File: src/rtl/decode_pkg.sv
// Shared decode definitions: default geometry, field position helpers
// and the sign-extension helper used by execute and bench models.
package decode_pkg;

  localparam int INSTR_W_D = 32;
  localparam int OP_W_D    = 4;
  localparam int REG_W_D   = 4;
  localparam int SEXT_W    = 64;

  function automatic int cs_w(int iw, int ow, int rw);
    return iw - 2*ow - 1 - 3*rw;
  endfunction

  function automatic int cm_w(int iw, int ow, int rw);
    return iw - ow - 3*rw;
  endfunction

  function automatic int cl_w(int iw, int ow);
    return iw - ow - 1;
  endfunction

  function automatic int op_lsb(int iw, int ow);
    return iw - ow;
  endfunction

  function automatic int ce_bit(int iw, int ow);
    return iw - ow - 1;
  endfunction

  function automatic int opc_lsb(int iw, int ow);
    return iw - 2*ow - 1;
  endfunction

  function automatic int k_lsb(int rw);
    return 3*rw;
  endfunction

  // Replicates bit [width-1] of field above the field.
  function automatic logic [SEXT_W-1:0] sext(
    input logic [SEXT_W-1:0] field,
    input int unsigned       width
  );
    logic [SEXT_W-1:0] r;
    r = '0;
    for (int i = 0; i < SEXT_W; i++) begin
      if (i < int'(width)) r[i] = field[i];
      else                 r[i] = field[width-1];
    end
    return r;
  endfunction

endpackage

File: src/rtl/instr_decode_stage_if.sv
// Fetch->decode and decode->execute valid/ready handshake bundle.
// slave: the decode stage; master: the fetch/execute side.
interface instr_decode_stage_if
  import decode_pkg::*;
#(
  parameter int INSTR_W = INSTR_W_D
);

  logic               in_valid;
  logic               in_ready;
  logic [INSTR_W-1:0] in_instr;
  logic               out_valid;
  logic               out_ready;

  modport slave (
    input  in_valid,
    input  in_instr,
    input  out_ready,
    output in_ready,
    output out_valid
  );

  modport master (
    output in_valid,
    output in_instr,
    output out_ready,
    input  in_ready,
    input  out_valid
  );

endinterface

File: src/rtl/decode_skid_buf.sv
// 2-entry valid/ready skid buffer: output register plus one skid slot.
// Ports: clk, rst_n, flush, in_valid/in_ready/in_data, out_valid/out_ready/out_data.
module decode_skid_buf #(
  parameter int WIDTH = 32
) (
  input  logic             clk,
  input  logic             rst_n,
  input  logic             flush,
  input  logic             in_valid,
  output logic             in_ready,
  input  logic [WIDTH-1:0] in_data,
  output logic             out_valid,
  input  logic             out_ready,
  output logic [WIDTH-1:0] out_data
);

  logic             skid_valid;
  logic [WIDTH-1:0] skid_data;
  logic             in_xfer;
  logic             out_load;

  // in_ready depends on registered state only, so out_ready
  // never reaches fetch combinationally.
  assign in_ready = !skid_valid;
  assign in_xfer  = in_valid && in_ready;
  assign out_load = !out_valid || out_ready;

  always_ff @(posedge clk or negedge rst_n) begin
    if (!rst_n) begin
      out_valid  <= 1'b0;
      out_data   <= '0;
      skid_valid <= 1'b0;
      skid_data  <= '0;
    end else if (flush) begin
      // out_data is kept so fields hold their last value.
      out_valid  <= 1'b0;
      skid_valid <= 1'b0;
    end else if (out_load) begin
      if (skid_valid) begin
        // in_ready was low, so no new word competes here.
        out_data   <= skid_data;
        out_valid  <= 1'b1;
        skid_valid <= 1'b0;
      end else if (in_xfer) begin
        out_data  <= in_data;
        out_valid <= 1'b1;
      end else begin
        out_valid <= 1'b0;
      end
    end else if (in_xfer) begin
      skid_data  <= in_data;
      skid_valid <= 1'b1;
    end
  end

endmodule

File: src/rtl/instr_decode_stage.sv
// Registered decode stage: skid-buffered word split into fields.
// Ports: clk, nreset, flush, bus (handshake + in_instr), decoded fields.
module instr_decode_stage
  import decode_pkg::*;
#(
  parameter int INSTR_W = INSTR_W_D,
  parameter int OP_W    = OP_W_D,
  parameter int REG_W   = REG_W_D,
  parameter logic [(2**OP_W)-1:0] LEGAL_MASK = {(2**OP_W){1'b1}},
  localparam int CS_W = cs_w(INSTR_W, OP_W, REG_W),
  localparam int CM_W = cm_w(INSTR_W, OP_W, REG_W),
  localparam int CL_W = cl_w(INSTR_W, OP_W)
) (
  input  logic                clk,
  input  logic                nreset,
  input  logic                flush,
  instr_decode_stage_if.slave bus,
  output logic [OP_W-1:0]     instrOP,
  output logic                ce,
  output logic [OP_W-1:0]     opcode,
  output logic [CS_W-1:0]     const_s,
  output logic [CM_W-1:0]     const_m,
  output logic [CL_W-1:0]     const_l,
  output logic [INSTR_W-1:0]  const_s_sx,
  output logic [INSTR_W-1:0]  const_m_sx,
  output logic [REG_W-1:0]    areg,
  output logic [REG_W-1:0]    breg,
  output logic [REG_W-1:0]    dreg,
  output logic                he,
  output logic                oe,
  output logic                illegal
);

  localparam int OPL = op_lsb(INSTR_W, OP_W);
  localparam int CEB = ce_bit(INSTR_W, OP_W);
  localparam int OCL = opc_lsb(INSTR_W, OP_W);
  localparam int KL  = k_lsb(REG_W);

  if (OP_W < 1 || REG_W < 1 ||
      INSTR_W < 2*OP_W + 3*REG_W + 2) begin : g_bad_geom
    $error("instr_decode_stage: field layout does not fit");
  end

  logic [INSTR_W-1:0] word;

  decode_skid_buf #(
    .WIDTH (INSTR_W)
  ) u_skid (
    .clk       (clk),
    .rst_n     (nreset),
    .flush     (flush),
    .in_valid  (bus.in_valid),
    .in_ready  (bus.in_ready),
    .in_data   (bus.in_instr),
    .out_valid (bus.out_valid),
    .out_ready (bus.out_ready),
    .out_data  (word)
  );

  assign instrOP = word[OPL +: OP_W];
  assign ce      = word[CEB];
  assign opcode  = word[OCL +: OP_W];
  assign const_s = word[KL +: CS_W];
  assign const_m = word[KL +: CM_W];
  assign const_l = word[1 +: CL_W];
  assign areg    = word[2*REG_W +: REG_W];
  assign breg    = word[REG_W +: REG_W];
  assign dreg    = word[0 +: REG_W];
  assign he      = word[2*REG_W];
  assign oe      = word[0];

  assign const_s_sx = {{(INSTR_W-CS_W){const_s[CS_W-1]}}, const_s};
  assign const_m_sx = {{(INSTR_W-CM_W){const_m[CM_W-1]}}, const_m};

  // Illegal opcodes still flow through; execute raises the trap.
  assign illegal = !LEGAL_MASK[instrOP];

endmodule

File: src/flat_wrapper.sv
// flat-port wrapper written by rule: the top's interface ports become plain ports
module instr_decode_stage_flat import decode_pkg::*;
#(
  parameter int INSTR_W = INSTR_W_D,
  parameter int OP_W    = OP_W_D,
  parameter int REG_W   = REG_W_D,
  parameter logic [(2**OP_W)-1:0] LEGAL_MASK = {(2**OP_W){1'b1}},
  localparam int CS_W = cs_w(INSTR_W, OP_W, REG_W),
  localparam int CM_W = cm_w(INSTR_W, OP_W, REG_W),
  localparam int CL_W = cl_w(INSTR_W, OP_W)
)
  (clk, nreset, flush, instrOP, ce, opcode, const_s, const_m, const_l, const_s_sx, const_m_sx, areg, breg, dreg, he, oe, illegal, bus_in_valid, bus_in_instr, bus_out_ready, bus_in_ready, bus_out_valid);
  instr_decode_stage_if #(.INSTR_W(INSTR_W)) bus_i ();
  input  logic clk;
  input  logic nreset;
  input  logic flush;
  output logic [OP_W-1:0] instrOP;
  output logic ce;
  output logic [OP_W-1:0] opcode;
  output logic [CS_W-1:0] const_s;
  output logic [CM_W-1:0] const_m;
  output logic [CL_W-1:0] const_l;
  output logic [INSTR_W-1:0] const_s_sx;
  output logic [INSTR_W-1:0] const_m_sx;
  output logic [REG_W-1:0] areg;
  output logic [REG_W-1:0] breg;
  output logic [REG_W-1:0] dreg;
  output logic he;
  output logic oe;
  output logic illegal;
  input wire logic [$bits(bus_i.in_valid)-1:0] bus_in_valid;
  input wire logic [$bits(bus_i.in_instr)-1:0] bus_in_instr;
  input wire logic [$bits(bus_i.out_ready)-1:0] bus_out_ready;
  output wire logic [$bits(bus_i.in_ready)-1:0] bus_in_ready;
  output wire logic [$bits(bus_i.out_valid)-1:0] bus_out_valid;
  assign bus_i.in_valid = bus_in_valid;
  assign bus_i.in_instr = bus_in_instr;
  assign bus_i.out_ready = bus_out_ready;
  assign bus_in_ready = bus_i.in_ready;
  assign bus_out_valid = bus_i.out_valid;
  instr_decode_stage #(.INSTR_W(INSTR_W), .OP_W(OP_W), .REG_W(REG_W), .LEGAL_MASK(LEGAL_MASK)) u_core (.clk(clk), .nreset(nreset), .flush(flush), .bus(bus_i), .instrOP(instrOP), .ce(ce), .opcode(opcode), .const_s(const_s), .const_m(const_m), .const_l(const_l), .const_s_sx(const_s_sx), .const_m_sx(const_m_sx), .areg(areg), .breg(breg), .dreg(dreg), .he(he), .oe(oe), .illegal(illegal));
endmodule
File: config.mk
export PLATFORM = sky130hd
export DESIGN_NAME = instr_decode_stage_flat
export DESIGN_NICKNAME = d
export VERILOG_FILES = /design/src/rtl/decode_pkg.sv /design/src/rtl/instr_decode_stage_if.sv /design/src/rtl/decode_skid_buf.sv /design/src/rtl/instr_decode_stage.sv /design/src/flat_wrapper.sv
export SDC_FILE = /design/constraint.sdc
export NUM_CORES = 1
export LEC_CHECK = 0
export BUFFER_PORTS_ARGS = -buffer_cell sky130_fd_sc_hd__buf_2
export CAP_MARGIN = 20
export CORE_ASPECT_RATIO = 0.75
export CORE_MARGIN = 3
export CORE_UTILIZATION = 25
export CTS_CLUSTER_SIZE = 8
export DETAILED_ROUTE_END_ITERATION = 10
export HOLD_SLACK_MARGIN = 0.1
export PLACE_DENSITY = 0.5
export SETUP_SLACK_MARGIN = 0.5
export SYNTH_ARGS = -nofsm -noshare
export SYNTH_HDL_FRONTEND = slang
export SYNTH_HIERARCHICAL = 1
export SYNTH_SLANG_ARGS = --single-unit
export TNS_END_PERCENT = 100
File: constraint.sdc
create_clock -name clk -period 2 [get_ports clk]
set_input_delay 0.2 -clock clk [delete_from_list [all_inputs] [get_ports clk]]
set_output_delay 0.2 -clock clk [all_outputs]
set_load 0.1 [all_outputs]
==> impl_results.md <==
- Fmax: 0.609 GHz
- Yosys top cell area share: 0.429
- DP HPWL: 5.46 mm
- Mapped Nets: 328
- Worst Hold Depth: 2
- Main synth FF type: dfrtp_1
- Most frequent cell after synthesis: buf_4
- Critical Path RT: 2.21 ns
- Post-Synthesis Cells: 291
- Syn Std Cell Area: 3850 sq um
- Antenna diodes: 0
- Final Net Count: 430
- Num Clock Sinks: 66
- Clock Latency Late Sink: 0.33 ns
- CTS max path bufs: 2
- RSZ-0062 raised after global routing: true
- Root buf cell: clkbuf_16
- Gr busiest metal: met2
- Synth top area cells: dfrtp_1, buf_4, mux2_2, mux2_4, buf_6
- Setup TNS: 0 ns
- Worst setup path category: flip-flop to flip-flop
- Yosys warns: 6
- CP arrival: 1.85 ns
- Period utilization: 0.821
- Worst r2r path cells: 5
- Share of cells above drive strength 1: 0.882
- FFs w/ async S/R, synth: 1.00
- Max cap viols: 0
- Grt total ovfl: 0
- #FFs+latches synth: 66
- Drc violations: 0
- Initial antenna violation count: 0
- Clk slew on worst S/H paths: 0.06 ns
- Sequential share of the synthesized area: 0.429
- Flop-to-flop setup slack: 0.36 ns
- Final Wtd Congestion: 0.692
- Initial drt markers: 69
- Final hold viol count: 0
- Area of the die: 16900 sq um
- Drt pass-1 iters: 4
- Final Max Slew Viols: 0
- Clock period minus worst slack: 1.64 ns
- Vias in the first global route: 2188
- Chip height: 113 um
- Total track usage: 0.101
- Ports: 181
- CP Max Fanout: 7
- Leading area contributor after synthesis: dfrtp_1
- Post-Route Skew: 0.00500 ns
- Met2 Use GR: 0.154
- Fin util: 0.356
- WL final: 9.08 mm
- Floorplan Core Area: 14700 sq um
- Setup violators final: 0
- Top post-synthesis cells by count: buf_4, dfrtp_1, mux2_2
- Synth-to-Final Area Change: 36.5%
- Crit end category: flip-flop
- First-pass GRT wire length: 12.9 mm
- TritonCTS clock tree: done
- Fillers: 1442
- WL/cell: 15.2 um
- Die Width: 149 um
- Endpoint, Worst Hold: u_core/u_skid/skid_data[10]$_DFFE_PN0P_
- Syn_area_per_cell: 13.2 sq um
- RR Startpoint: u_core/u_skid/out_valid$_DFFE_PN0P_
- H-Tree Level Count: 3
- Largest net degree at the start of global routing: 67
- Cts bufs inserted: 9
- GR Layer Usage met3: 0.0373
- Met1 Use GR: 0.138
- Startpoint type of the worst setup path: flip-flop
- Cell variety after synth: 17
- Critical R2R Capture: u_core/u_skid/out_data[8]$_DFFE_PN0P_
- Via count: 2324
- Post-route ant nets: 0
- Count of buffers from port buffering: 179
- Vias per inst: 3.89
- Number of synthesized flops with an enable pin: 0
- Beginning of the worst hold path: bus_in_instr[10]
- Core Rows: 38
- Worst hold path class: primary input to flip-flop
- Status: complete, no violations
- Starting Density: 0.261
## sequential cells by signal, indices dropped and copies added (netlist names)
signal	count
u_core/u_skid/out_data	32
u_core/u_skid/skid_data	32
u_core/u_skid/out_valid	1
u_core/u_skid/skid_valid	1
## timing repair
action | in CTS | in global routing
buffers inserted | 5 | 6
pin swaps | 1 | 0
hold buffers | 7 | 0
gates cloned | 5 | 2
endpoints found under the setup margin | 111 | 95
hold endpoints to repair | 72 | 0
resized for setup | 61 | 28
## kinds of logic after synthesis
group           Yosys count  share of synthesized area
buf+inv                 121                      0.240
mux                      96                      0.310
flops                    66                      0.429
simple gates              6                     0.0185
compound gates            1                    0.00130
other cells               1                   0.000975
## stage by stage
step	hold WS (ns)	instance area (sq um)	instances	worst slack, ns
floorplan	-0.0956	4000	291	0.171
global placement	0.247	4330	557	0.324
detailed placement	0.241	4330	557	0.316
CTS	0.102	5040	590	0.334
global route	0.101	5250	598	0.292
finish	0.115	5250	598	0.358
## metal layers
layer / wire length [um] / vias to the layer above
li1: - / 1075
met1: 4130 / 1150
met2: 4300 / 92
met3: 587 / 7
met4: 63 / 0
met5: 0 / -
## critical path, cell delays in order, from the launching register on
cell,delay (ns)
dfrtp_4,0.47
and2b_2,0.21
nor3_4,0.20
buf_12,0.18
clkbuf_16,0.17
mux2_4,0.29
## worst max path at each step
stage | start | to | slack [ns] | cells past startpoint
after floorplan | u_core/u_skid/out_valid$_DFFE_PN0P_ | u_core/u_skid/out_data[27]$_DFFE_PN0P_ | 0.17 | 4
after global placement | u_core/u_skid/out_valid$_DFFE_PN0P_ | u_core/u_skid/out_data[13]$_DFFE_PN0P_ | 0.32 | 4
after detailed placement | u_core/u_skid/out_valid$_DFFE_PN0P_ | u_core/u_skid/out_data[27]$_DFFE_PN0P_ | 0.32 | 4
after CTS | u_core/u_skid/out_valid$_DFFE_PN0P_ | u_core/u_skid/out_data[30]$_DFFE_PN0P_ | 0.33 | 5
after global routing | u_core/u_skid/out_valid$_DFFE_PN0P_ | u_core/u_skid/skid_data[9]$_DFFE_PN0P_ | 0.29 | 7
final | u_core/u_skid/out_valid$_DFFE_PN0P_ | u_core/u_skid/out_data[8]$_DFFE_PN0P_ | 0.36 | 5
## cells in the final DEF (no fill, tap or decap)
cell,instances
bufinv_16,1
dfrtp_1,36
buf_8,3
inv_4,1
inv_6,2
conb_1,1
clkinv_2,1
mux2_4,64
clkinv_4,1
nor3_1,1
buf_6,18
dfrtp_2,27
and2b_2,1
buf_12,8
dfrtp_4,3
clkbuf_16,11
buf_2,132
mux2_2,32
buf_4,36
buf_16,5
nor2_1,1
nor3_4,1
nor4b_4,1
nand2b_4,1
clkinvlp_4,2
a21oi_1,1
dlygate4sd3_1,7
## final cells by class
class | count | area (sq um) | share of cell area
clock buffer | 9 | 225 | 0.0429
clock inverter | 7 | 76.3 | 0.0145
inverter | 1 | 6.26 | 0.00119
multi-input combinational | 104 | 1400 | 0.267
sequential | 66 | 1700 | 0.323
tap | 200 | 250 | 0.0476
timing repair buffer | 211 | 1600 | 0.304
Power is not shown: default switching activity piles up to over one toggle a cycle in this logic, so the estimate is an artifact.
